--- src/rtl/gerenciador_swap.sv ---
// gerenciador_swap
// Request manager in front of the three-register bus swap unit.
// Queues swap requests as a pending count, issues one-cycle start pulses (w),
// waits for done from the swap unit, snoops the shared bus on completion,
// counts completed swaps and latches a sticky timeout error.

module gerenciador_swap #(
    parameter int MAX_PEND = 4,   // legal 1..7
    parameter int TIMEOUT  = 15   // legal 1..15
) (
    input  logic       clk,
    input  logic       reset,
    input  logic       req,
    output logic       aceito,
    output logic       cheio,
    output logic [2:0] pendentes,
    output logic       w,
    input  logic       done,
    input  logic [5:0] barramento,
    output logic [5:0] ultimo_valor,
    output logic [7:0] trocas,
    output logic       ocupado,
    output logic       erro
);

    typedef enum logic [1:0] {
        OCIOSO  = 2'd0,
        PULSO_W = 2'd1,
        ESPERA  = 2'd2,
        ERRO    = 2'd3
    } estado_t;

    // Queue limit and the timer value seen in the last allowed wait cycle
    // (the timer starts at 0 in the first wait cycle).
    localparam logic [2:0] MAX_PEND_C     = 3'(MAX_PEND);
    localparam logic [3:0] ULTIMO_CICLO_C = 4'(TIMEOUT - 1);

    estado_t    estado_r;
    estado_t    estado_s;
    logic [3:0] timer_r;
    logic [3:0] timer_s;
    logic [2:0] pend_r;
    logic [2:0] pend_s;
    logic [7:0] trocas_r;
    logic [7:0] trocas_s;
    logic [5:0] ult_r;
    logic [5:0] ult_s;
    logic       erro_r;
    logic       erro_s;
    logic       w_r;
    logic       cheio_r;
    logic       ocupado_r;

    logic       aceito_s;
    logic       conclui_s;

    // Pure helper: next pending count from accept/complete events.
    // Accept and completion in the same cycle cancel out.
    function automatic logic [2:0] proximo_pendentes(
        input logic [2:0] atual,
        input logic       entra,
        input logic       sai
    );
        logic [2:0] res;
        case ({entra, sai})
            2'b10:   res = atual + 3'd1;
            2'b01:   res = atual - 3'd1;
            default: res = atual;
        endcase
        return res;
    endfunction

    // Request acceptance: room in the queue and not locked in the error state.
    always_comb begin
        aceito_s = 1'b0;
        if (req && (pend_r < MAX_PEND_C) && (estado_r != ERRO)) begin
            aceito_s = 1'b1;
        end else begin
            aceito_s = 1'b0;
        end
    end

    // Next-state logic, wait timer and completion/timeout detection.
    always_comb begin
        estado_s  = estado_r;
        timer_s   = timer_r;
        erro_s    = erro_r;
        conclui_s = 1'b0;
        case (estado_r)
            OCIOSO: begin
                if (pend_r != 3'd0) begin
                    estado_s = PULSO_W;
                end else begin
                    estado_s = OCIOSO;
                end
            end
            PULSO_W: begin
                // Single start-pulse cycle; timer restarts for the wait.
                estado_s = ESPERA;
                timer_s  = 4'd0;
            end
            ESPERA: begin
                // done wins even in the last allowed wait cycle.
                if (done) begin
                    estado_s  = OCIOSO;
                    conclui_s = 1'b1;
                end else if (timer_r == ULTIMO_CICLO_C) begin
                    estado_s = ERRO;
                    erro_s   = 1'b1;
                end else begin
                    timer_s = timer_r + 4'd1;
                end
            end
            ERRO: begin
                // Terminal until reset; done is ignored here.
                estado_s = ERRO;
            end
            default: begin
                estado_s = OCIOSO;
            end
        endcase
    end

    // Counter and snoop updates driven by accept/completion events.
    always_comb begin
        pend_s   = proximo_pendentes(pend_r, aceito_s, conclui_s);
        trocas_s = trocas_r;
        ult_s    = ult_r;
        if (conclui_s) begin
            trocas_s = trocas_r + 8'd1;
            ult_s    = barramento;
        end else begin
            trocas_s = trocas_r;
            ult_s    = ult_r;
        end
    end

    // State register and wait timer.
    always_ff @(posedge clk or posedge reset) begin
        if (reset) begin
            estado_r <= OCIOSO;
            timer_r  <= 4'd0;
        end else begin
            estado_r <= estado_s;
            timer_r  <= timer_s;
        end
    end

    // Pending count, completed-swap counter, bus snoop and sticky error.
    always_ff @(posedge clk or posedge reset) begin
        if (reset) begin
            pend_r   <= 3'd0;
            trocas_r <= 8'd0;
            ult_r    <= 6'd0;
            erro_r   <= 1'b0;
        end else begin
            pend_r   <= pend_s;
            trocas_r <= trocas_s;
            ult_r    <= ult_s;
            erro_r   <= erro_s;
        end
    end

    // Registered status flags; w is high exactly while the state is PULSO_W,
    // so it is glitch-free and never lasts two cycles.
    always_ff @(posedge clk or posedge reset) begin
        if (reset) begin
            w_r       <= 1'b0;
            cheio_r   <= 1'b0;
            ocupado_r <= 1'b0;
        end else begin
            w_r       <= (estado_s == PULSO_W);
            cheio_r   <= (pend_s == MAX_PEND_C);
            ocupado_r <= (estado_s != OCIOSO) || (pend_s != 3'd0);
        end
    end

    assign aceito       = aceito_s;
    assign cheio        = cheio_r;
    assign pendentes    = pend_r;
    assign w            = w_r;
    assign ultimo_valor = ult_r;
    assign trocas       = trocas_r;
    assign ocupado      = ocupado_r;
    assign erro         = erro_r;

endmodule

--- config.mk ---
export PLATFORM = sky130hd
export DESIGN_NAME = gerenciador_swap
export DESIGN_NICKNAME = d
export VERILOG_FILES = /design/src/rtl/gerenciador_swap.sv
export SDC_FILE = /design/constraint.sdc
export NUM_CORES = 1
export LEC_CHECK = 0
export BUFFER_PORTS_ARGS = -buffer_cell sky130_fd_sc_hd__buf_2
export CAP_MARGIN = 20
export CORE_MARGIN = 1
export CORE_UTILIZATION = 25
export CTS_BUF_LIST = sky130_fd_sc_hd__clkbuf_8
export DETAILED_ROUTE_END_ITERATION = 16
export PLACE_DENSITY = 0.42
export RECOVER_POWER = 25
export SLEW_MARGIN = 20
export SYNTH_ARGS = -nofsm -noshare
export SYNTH_HDL_FRONTEND = slang
export SYNTH_SLANG_ARGS = --single-unit
--- constraint.sdc ---
create_clock -name clk -period 6.2 [get_ports clk]
set_input_delay 0.62 -clock clk [delete_from_list [all_inputs] [get_ports clk]]
set_output_delay 0.62 -clock clk [all_outputs]
set_load 0.02 [all_outputs]
==> impl_metrics.json, run 1 <==
{
  "ios": 32,
  "drc": 0,
  "grt_antenna_before_repair": 0,
  "max_freq_mhz": 442.2,
  "dp_hpwl_um": 1717,
  "grtUsageMet1_pct": 14.10,
  "cts_buffer_depth": 2,
  "dr.pass1.iters": 4,
  "grt_busiest_layer": "met2",
  "netlist_area_um2": 1244,
  "ys_async_sr_fraction_pct": 100.0,
  "fp.dieW_um": 72.53,
  "status": "completed",
  "yosysSeqAreaShare_pct": 54.33,
  "rsz0062_at_grt": "no",
  "synth.distinct_cells": 31,
  "ys.flop_type": "dfrtp_1",
  "cp_max_fo": 12,
  "grt_pass1_vias": 892,
  "clock_latency_ns": 0.26,
  "critPathLaunchType": "register",
  "clkTransAtPathRegs_ns": 0.09,
  "maxSlewViolCount": 0,
  "die_y_um": 72.53,
  "dieArea_um2": 5261,
  "area_delta_synth_final_pct": 20.82,
  "worstMarginPinSlew_ns": 1.022,
  "synth-edff-count": 0,
  "power.total_uw": 745.3,
  "numPortBuffers": 31,
  "p_per_area_nw_per_um2": 495.9,
  "avgSynthCellArea_um2": 11.96,
  "min_path_type": "register to register",
  "row_count": 25,
  "start_util_pct": 26.16,
  "cts_resized": 0,
  "cts_tree": "yes",
  "post_drt_wl_per_cell_um": 11.65,
  "pre_cts_slack_ns": 3.729,
  "multi_input_area_um2": 523.0,
  "htreeDepth": 1,
  "hold_violations": 0,
  "drv_cap": 0,
  "gr-usage-all-layers_pct": 10.14,
  "regArea_um2": 675.6,
  "cts.sinks": 27,
  "grt_start_max_net_pins": 28,
  "worstPathArrival_ns": 2.45,
  "final_layout_size_suffix_gt1_share_pct": 30.88,
  "drt_wl_total_um": 2364,
  "overflow": 0,
  "cts_setup_buffers": 0,
  "ys_seq_elements": 27,
  "cts-root-buf": "clkbuf_8",
  "syn_nets": 119,
  "relSlewSlack_pct": 31.77,
  "fin_nets": 152,
  "cts-buffers-inserted": 3,
  "layout_setup_ws_ns": 3.938,
  "netlist_instances": 104,
  "min_period_ns": 2.262,
  "cp.required_ns": 6.39,
  "finalCritPeriodShare_pct": 36.48,
  "synth_warnings": 0,
  "vias": 877,
  "finalSetupTns_ns": 0,
  "endpoint_kind": "register",
  "fillCellCount": 511,
  "met3_usage_pct": 1.667,
  "drtIter0Drc": 34,
  "crit_type": "register to register",
  "setup_viol_count_final": 0,
  "use_met2_pct": 15.78,
  "grt_pass1_wl_um": 4188,
  "core-area_um2": 4755,
  "ant_nets": 0,
  "antenna_cells": 0,
  "gp_congestion": 0.7055,
  "holdBufCountCts": 0,
  "ir_worst_vdd_mv": 0.1283,
  "vias_per_cell": 4.320,
  "finalClockSkew_ns": 0.003456,
  "p_leak_uw": 0.0007533
}
[synthesized netlist by cell type (all sizes together), types with 2 or more instances]
cell	instances	share of area (%)
dfrtp	27	54
nand2	9	2.7
mux2	8	7.2
inv	5	1.5
nand4	5	2.5
xnor2	5	3.5
ha	4	4.0
nor2	4	1.2
nor3	4	1.6
xor2	4	2.8
a21oi	3	1.2
buf	3	2.1
mux2i	3	2.4
o21ai	3	1.2
and4b	2	1.6
nand3	2	0.80
[layer usage]
| metal | part of all wire (%) | wire [um] | vias to the layer above |
|---|---|---|---|
| met5 | 0 | 0 | - |
| met3 | 1.9 | 46 | 2 |
| li1 | - | - | 426 |
| met1 | 51 | 1201 | 433 |
| met2 | 46 | 1084 | 16 |
| met4 | 1.3 | 31 | 0 |
[worst max-delay path: stages (launching register included)]
cell	delay, ns
dfrtp_1	0.51
and3b_2	0.39
ha_1	0.26
fa_1	0.38
xnor2_1	0.14
or3_1	0.34
a21boi_0	0.17
[where the power goes]
| part | total, uW | internal, uW | switching (uW) |
|---|---|---|---|
| clock network | 97.0 | 44.9 | 52.1 |
| logic | 323 | 143 | 180 |
| registers | 325 | 245 | 79.9 |
[registers in the layout (all words and copies together), names as in the netlist]
register / count
trocas: 8
ultimo_valor: 6
timer_r: 4
pendentes: 3
estado_r: 2
cheio: 1
erro: 1
ocupado: 1
w: 1
[layout by cell type (no fill, tap or decap)]
| cell type | count |
|---|---|
| buf_2 | 31 |
| dfrtp_1 | 27 |
| nand2_1 | 9 |
| mux2_2 | 6 |
| nand4_1 | 5 |
| xnor2_1 | 5 |
| inv_1 | 5 |
| nor2_1 | 4 |
| xor2_1 | 4 |
| nor3_1 | 4 |
| ha_1 | 4 |
| mux2i_1 | 3 |
| o21ai_0 | 3 |
| a21oi_1 | 3 |
| clkbuf_8 | 3 |
| nand3_1 | 2 |
| mux2_1 | 2 |
| and4b_1 | 2 |
| and3b_2 | 1 |
| nand4b_1 | 1 |
| nand2b_1 | 1 |
| nor3b_1 | 1 |
| nand3b_1 | 1 |
| or3_1 | 1 |
| a21o_1 | 1 |
| a22o_1 | 1 |
| or4_1 | 1 |
| a21boi_0 | 1 |
| a41o_1 | 1 |
| nor2b_1 | 1 |
| fa_1 | 1 |
| clkinv_2 | 1 |
[layout make-up]
type	instances	area share (%)
flip-flops and latches	27	44.96
multi-input cells	69	34.80
repair buffers	31	10.32
well taps	67	5.579
clock buffers	3	2.748
inverters	5	1.249
clock inverters	1	0.3331
[cells by family after synthesis]
| group | share of synthesized area (%) |
|---|---|
| adder cells (fa/ha/maj) | 5.634 |
| XOR/XNOR | 6.338 |
| flip-flops | 54.33 |
| AND/OR/NAND/NOR | 15.29 |
| multiplexers | 9.658 |
| buffers and inverters | 3.621 |
| AO/OA/AOI/OAI | 5.131 |
[stage by stage]
step	instances	utilization [%]	hold WS [ns]	instance area, um^2
final	203	31.61	0.4661	1503
after global routing	203	31.61	0.4965	1503
after CTS	203	31.61	0.4703	1503
after detailed placement	199	30.63	0.4531	1456
after global placement	199	30.63	0.4513	1456
after floorplan	104	-	0.4808	1244
[final timing paths]
kind                                   from         endpoint  slack, ns  depth (start not counted)
worst max-delay path            estado_r[1]            cheio       3.94                          6
worst min-delay path              trocas[7]        trocas[7]       0.47                          1
worst max register to register  estado_r[1]            cheio       3.94                          6
worst min register to register    trocas[7]        trocas[7]       0.47                          1
max in group asynchronous             reset      estado_r[1]       5.00                          2
min in group asynchronous             reset  ultimo_valor[0]       0.59                          2
Power figures use the tool's default switching activity.
==> run 2, diff against run 1 <==
Settings changed: ABC_AREA set to 1, PLACE_DENSITY 0.42 to 0.41.
Clock period 6.2 ns to 2.1 ns, I/O delays scaled along.
==> run 2 against run 1 <==
Design area grew 9.4%. Critical path type unchanged. Register-to-register slack lost 3.7 ns. Fmax is 20% higher. Sequential power rose to 2.8 times the previous value. Worst hold slack got worse by 0.34 ns. Non-clock buffer count is 4 higher. Largest power group is now combinational logic. Critical endpoint is now ocupado. Final cell count is 31% higher. Wire length up 19%. Area after synthesis rose by 7.3%. Sequential cell count did not move. Core utilization grew 0.38 points.
==> impl_metrics.json, run 2 <==
{
  "netlist_instances": 158,
  "ys_seq_elements": 27,
  "fp.dieW_um": 75.08,
  "overflow": 0,
  "grt_antenna_before_repair": 0,
  "dp_hpwl_um": 2112,
  "ant_nets": 0,
  "critPathLaunchType": "register",
  "area_delta_synth_final_pct": 23.15,
  "gp_congestion": 0.8692,
  "synthTopCellsByArea": "dfrtp_1, nand2_1, inv_1",
  "grt_busiest_layer": "met2",
  "cts-buffers-inserted": 3,
  "grtUsageMet1_pct": 15.18,
  "ys.flop_type": "dfrtp_1",
  "reg2reg_depth": 10,
  "dr.pass1.iters": 4,
  "cts-root-buf": "clkbuf_8",
  "finalClockSkew_ns": 0.005951,
  "min_to": "ultimo_valor[1]",
  "synth.distinct_cells": 22,
  "dp_cells": 261,
  "row_count": 26,
  "use_met2_pct": 17.12,
  "hold_violations": 0,
  "grt_pass1_wl_um": 4671,
  "instances_no_fill": 266,
  "maxSlewViolCount": 0,
  "post_drt_wl_per_cell_um": 10.59,
  "r2r_slack_ns": 0.21,
  "final_common_cell": "nand2_1",
  "final_layout_size_suffix_gt1_share_pct": 25.00,
  "drv_cap": 0,
  "utilization_pct": 31.99,
  "drc": 0,
  "clock_latency_ns": 0.27,
  "grt_pass1_vias": 1027,
  "finalSetupTns_ns": 0,
  "cts_buffer_depth": 2,
  "cp.required_ns": 2.27,
  "final_cell_area_um2": 1644,
  "endpoint_kind": "register",
  "min_period_ns": 1.892,
  "crit_type": "register to register",
  "vias_per_cell": 4.086,
  "clkTransAtPathRegs_ns": 0.09,
  "p_leak_uw": 0.0008959,
  "cts_tree": "yes",
  "p_per_area_nw_per_um2": 1379,
  "post-synth-top-count-cell": "nand2_1",
  "yosys.area.top_type": "dfrtp_1",
  "yosysSeqAreaShare_pct": 50.61,
  "drtIter0Drc": 48,
  "worstMarginPinSlew_ns": 0.6913,
  "fin_nets": 212,
  "syn_nets": 173,
  "die_y_um": 75.08,
  "r2r-end": "ocupado",
  "ys_async_sr_fraction_pct": 100.0,
  "core-area_um2": 5140,
  "synth-edff-count": 0,
  "netlist_area_um2": 1335,
  "status": "completed",
  "htreeDepth": 1,
  "fillCellCount": 563,
  "grt_start_max_net_pins": 28,
  "holdWs_ns": 0.1272,
  "holdPathStages": 3,
  "min_from": "barramento[1]",
  "finalCritPeriodShare_pct": 90.11,
  "gr-usage-all-layers_pct": 11.27,
  "cp_max_fo": 6,
  "max_freq_mhz": 528.5,
  "start_util_pct": 25.97,
  "relSlewSlack_pct": 53.92,
  "ir_worst_vdd_mv": 0.4825,
  "vias": 1087,
  "ios": 32,
  "cts.sinks": 27,
  "dpl_cell_area_um2": 1589,
  "largest_reg_flops": 8,
  "numPortBuffers": 31,
  "met3_usage_pct": 2.544,
  "avgSynthCellArea_um2": 8.450,
  "worstPathArrival_ns": 2.06,
  "synth_commonest_cells": "nand2_1, dfrtp_1, inv_1, nand3_1, nor2_1",
  "rsz0062_at_grt": "no",
  "dieArea_um2": 5636,
  "antenna_cells": 0,
  "synth_top_area_share_pct": 50.61,
  "layout_common_cells": "nand2_1, buf_2, dfrtp_1, inv_1, nand3_1",
  "drt_wl_total_um": 2816,
  "min_path_type": "primary input to register",
  "synth_warnings": 0,
  "regToRegStartpoint": "estado_r[1]",
  "setup_viol_count_final": 0
}
## run 2: repair_timing
| action | in CTS | in global routing |
|---|---|---|
| gates resized for setup | 0 | 3 |
| endpoints found under the setup margin | 0 | 3 |
| buffers inserted | 0 | 0 |
| hold buffers | 1 | 0 |
| hold endpoints to repair | 15 | 0 |
## run 2: area by class of cell
class	instances	area (um^2)	share of cell area [%]
tap	70	87.58	5.327
inverter	25	98.84	6.012
clock buffer	3	41.29	2.511
multi-input combinational	105	549.3	33.41
clock inverter	1	5.005	0.3044
sequential	27	676.9	41.17
timing repair buffer	35	185.2	11.26
## run 2: how the worst max path moves through the flow
stage	from	to	slack, ns	cells past startpoint
after global routing	estado_r[1]	ocupado	0.002	10
after global placement	estado_r[0]	ocupado	0.14	9
final	estado_r[1]	ocupado	0.21	10
after detailed placement	estado_r[0]	ocupado	0.09	9
after CTS	estado_r[0]	cheio	0.08	9
after floorplan	estado_r[0]	ocupado	0.06	10
## run 2: layer usage
metal | routed length, um | up-vias | part of all wire [%]
met4 | 22 | 0 | 0.78
met5 | 0 | - | 0
met2 | 1287 | 22 | 46
met1 | 1384 | 501 | 49
met3 | 121 | 2 | 4.3
li1 | - | 562 | -
## run 2: worst max-delay path, cell delays in order (launching register included)
cell and delay (ns):
dfrtp_2 0.46, nand2_1 0.10, nand3_1 0.10, ha_1 0.25, fa_1 0.39, nand2_1 0.10, nand3_1 0.08, nand2_1 0.08
nand2_1 0.09, nor2_1 0.09, nand2_1 0.05
## run 2: report_power, final
part           leakage, uW  switching (uW)  internal [uW]
combinational     0.000537             694            374
clock            0.0000255             161            133
sequential        0.000334             192            714
## run 2: through the flow
step | worst slack (ns) | total power, uW
after floorplan | 0.06143 | 1630
after global placement | 0.1434 | 1968
after detailed placement | 0.09479 | 1992
after CTS | 0.07853 | 2307
after global routing | 0.001635 | 2507
final | 0.2077 | 2268
## run 2: cells by family (layout without fill, tap and decap cells)
kind of cell	Yosys count	count (layout)	synth area share, %
buffers and inverters	26	64	8.248
adder cells (fa/ha/maj)	5	5	5.249
AO/OA/AOI/OAI	8	8	3.281
flip-flops	27	27	50.61
AND/OR/NAND/NOR	87	87	29.33
XOR/XNOR	5	5	3.281
==> run 3, diff against run 2 <==
Settings changed: CELL_PAD_IN_SITES_DETAIL_PLACEMENT set to 1, CELL_PAD_IN_SITES_GLOBAL_PLACEMENT set to 1, MAX_ROUTING_LAYER set to met4, PLACE_DENSITY 0.41 to 0.53.
==> run 3 against run 2 <==
The flow now finishes with violations (max-capacitance violations, max-slew violations). Clock power about the same. Via count up 4.4%. Design area decreased by 0.53%. Setup slack got worse by 0.0037 ns. Core utilization decreased by 0.17 points. Clock skew down 0.0029 ns. Critical path type unchanged. Die area is the same. Sequential power rose by 0.6%. Final cell count shrank 0.38%. Fmax decreased by 0.19%.
==> impl_metrics.json, run 3 (synthesis results as in run 2) <==
{
  "gp_congestion": 0.8767,
  "p_seq_share_pct": 39.3,
  "cts_tree": "yes",
  "final_layout_size_suffix_gt1_share_pct": 24.62,
  "cts.sinks": 27,
  "min_path_type": "primary input to register",
  "fp.dieW_um": 75.08,
  "rsz0062_at_grt": "no",
  "grt_pass1_vias": 1211,
  "r2r_slack_ns": 0.20,
  "dp_hpwl_um": 2455,
  "grt_antenna_before_repair": 0,
  "endpoint_kind": "register",
  "grt_start_max_net_pins": 28,
  "cts_buffer_depth": 2,
  "grt_busiest_layer": "met2",
  "post_drt_wl_per_cell_um": 12.13,
  "ant_nets": 0,
  "vias_per_cell": 4.283,
  "internal_power_uw": 1228,
  "maxSlewViolCount": 28,
  "layout_setup_ws_ns": 0.2040,
  "use_met2_pct": 22.42,
  "cts-buffers-inserted": 3,
  "finalCritPeriodShare_pct": 90.29,
  "worstPathArrival_ns": 2.06,
  "violations": "max-capacitance violations, max-slew violations",
  "finalSetupTns_ns": 0,
  "combPwrFrac_pct": 47.8,
  "r2r-end": "ocupado",
  "max_freq_mhz": 527.4,
  "holdPathStages": 3,
  "drv_cap": 1,
  "numPortBuffers": 31,
  "hold_violations": 0,
  "drc": 0,
  "cp_max_fo": 6,
  "setup_viol_count_final": 0,
  "drt_wl_total_um": 3214,
  "fin_nets": 211,
  "layout_common_cells": "nand2_1, buf_2, dfrtp_1, inv_1, nand3_1",
  "p_leak_uw": 0.0008916,
  "die_y_um": 75.08,
  "regToRegStartpoint": "estado_r[1]",
  "clkTransAtPathRegs_ns": 0.10,
  "dr.pass1.iters": 4,
  "min_period_ns": 1.896,
  "start_util_pct": 25.97,
  "htreeDepth": 1,
  "core-area_um2": 5140,
  "cts_setup_buffers": 0,
  "overflow": 0,
  "gr-usage-all-layers_pct": 13.26,
  "finalClockSkew_ns": 0.003046,
  "met3_usage_pct": 2.008,
  "crit_type": "register to register",
  "vias": 1135,
  "drtIter0Drc": 33,
  "clock_latency_ns": 0.27,
  "grt_pass1_wl_um": 5506,
  "row_count": 26,
  "worstMarginPinSlew_ns": 1.517,
  "pre_cts_slack_ns": 0.03915,
  "ir_worst_vdd_mv": 0.5634,
  "pwr-share-clk_pct": 12.8,
  "status": "finished with violations",
  "reg2reg_depth": 10,
  "ios": 32,
  "p_sw_share_pct": 47.02,
  "grtUsageMet1_pct": 16.23,
  "min_to": "ultimo_valor[5]",
  "area_delta_synth_final_pct": 22.49,
  "cp.required_ns": 2.27,
  "dieArea_um2": 5636,
  "antenna_cells": 0,
  "largest_reg_flops": 8,
  "relSlewSlack_pct": -1.119,
  "p_per_area_nw_per_um2": 1417,
  "min_from": "barramento[5]",
  "p_sw_uw": 1089,
  "final_common_cell": "nand2_1",
  "critPathLaunchType": "register",
  "utilization_pct": 31.82,
  "cts-root-buf": "clkbuf_8"
}
==> run 3: changes by cell type in the layout (fill, tap and decap cells not counted) <==
cell,before,now
clkbuf_1,0,1
clkbuf_2,1,0
clkinv_2,1,0
dlygate4sd3_1,1,0
inv_1,23,24
o21ai_1,3,2
o21ai_2,0,1
==> run 3: final cells by class <==
class / instances / area [um^2]
clock inverter: 1 / 3.754
clock buffer: 3 / 41.29
fill: 674 / 3505
sequential: 27 / 676.9
timing repair buffer: 34 / 173.9
multi-input combinational: 105 / 553.0
tap: 70 / 87.58
inverter: 25 / 98.84
==> run 3: worst max-delay path, cell delays in order, from the launching register on <==
cell     delay (ns)
dfrtp_2        0.47
nand2_1        0.10
nand3_1        0.10
ha_1           0.26
fa_1           0.39
nand2_1        0.10
nand3_1        0.08
nand2_1        0.07
nand2_1        0.08
nor2_1         0.09
nand2_1        0.05
==> run 3: power groups by stage <==
| stage | Clock, uW | Sequential (uW) | Combinational (uW) |
|---|---|---|---|
| after floorplan | 0 | 1070 | 564 |
| after global placement | 0 | 908 | 1070 |
| after detailed placement | 0 | 921 | 1110 |
| after CTS | 321 | 913 | 1110 |
| after global routing | 333 | 949 | 1260 |
| final | 297 | 911 | 1110 |
==> run 3: worst max-delay path by stage <==
stage                     start      end  slack (ns)  cells past startpoint
CTS                 estado_r[0]    cheio        0.01                      9
global placement    estado_r[0]  ocupado        0.13                      9
floorplan           estado_r[0]  ocupado        0.06                     10
finish              estado_r[1]  ocupado        0.20                     10
detailed placement  estado_r[0]    cheio        0.04                      9
global route        estado_r[1]    cheio        0.02                      8
==> run 3: metal layers <==
layer | up-vias | part of all wire, %
met2 | 19 | 51
met3 | 2 | 2.6
met4 | 0 | 0.53
met5 | - | 0
met1 | 554 | 46
li1 | 560 | -
==> run 3: through the flow <==
stage | area (um^2) | instances | total power (uW) | hold WS [ns]
floorplan | 1335 | 158 | 1630 | 0.2627
global placement | 1589 | 261 | 1974 | 0.2972
detailed placement | 1589 | 261 | 2027 | 0.3100
CTS | 1634 | 265 | 2343 | 0.0007843
global route | 1635 | 265 | 2544 | 0.1358
finish | 1635 | 265 | 2317 | 0.1303
==> run 3: timing repair <==
item,in CTS,in global routing
hold buffers,0,0
endpoints found under the setup margin,0,3
gates resized for setup,0,4
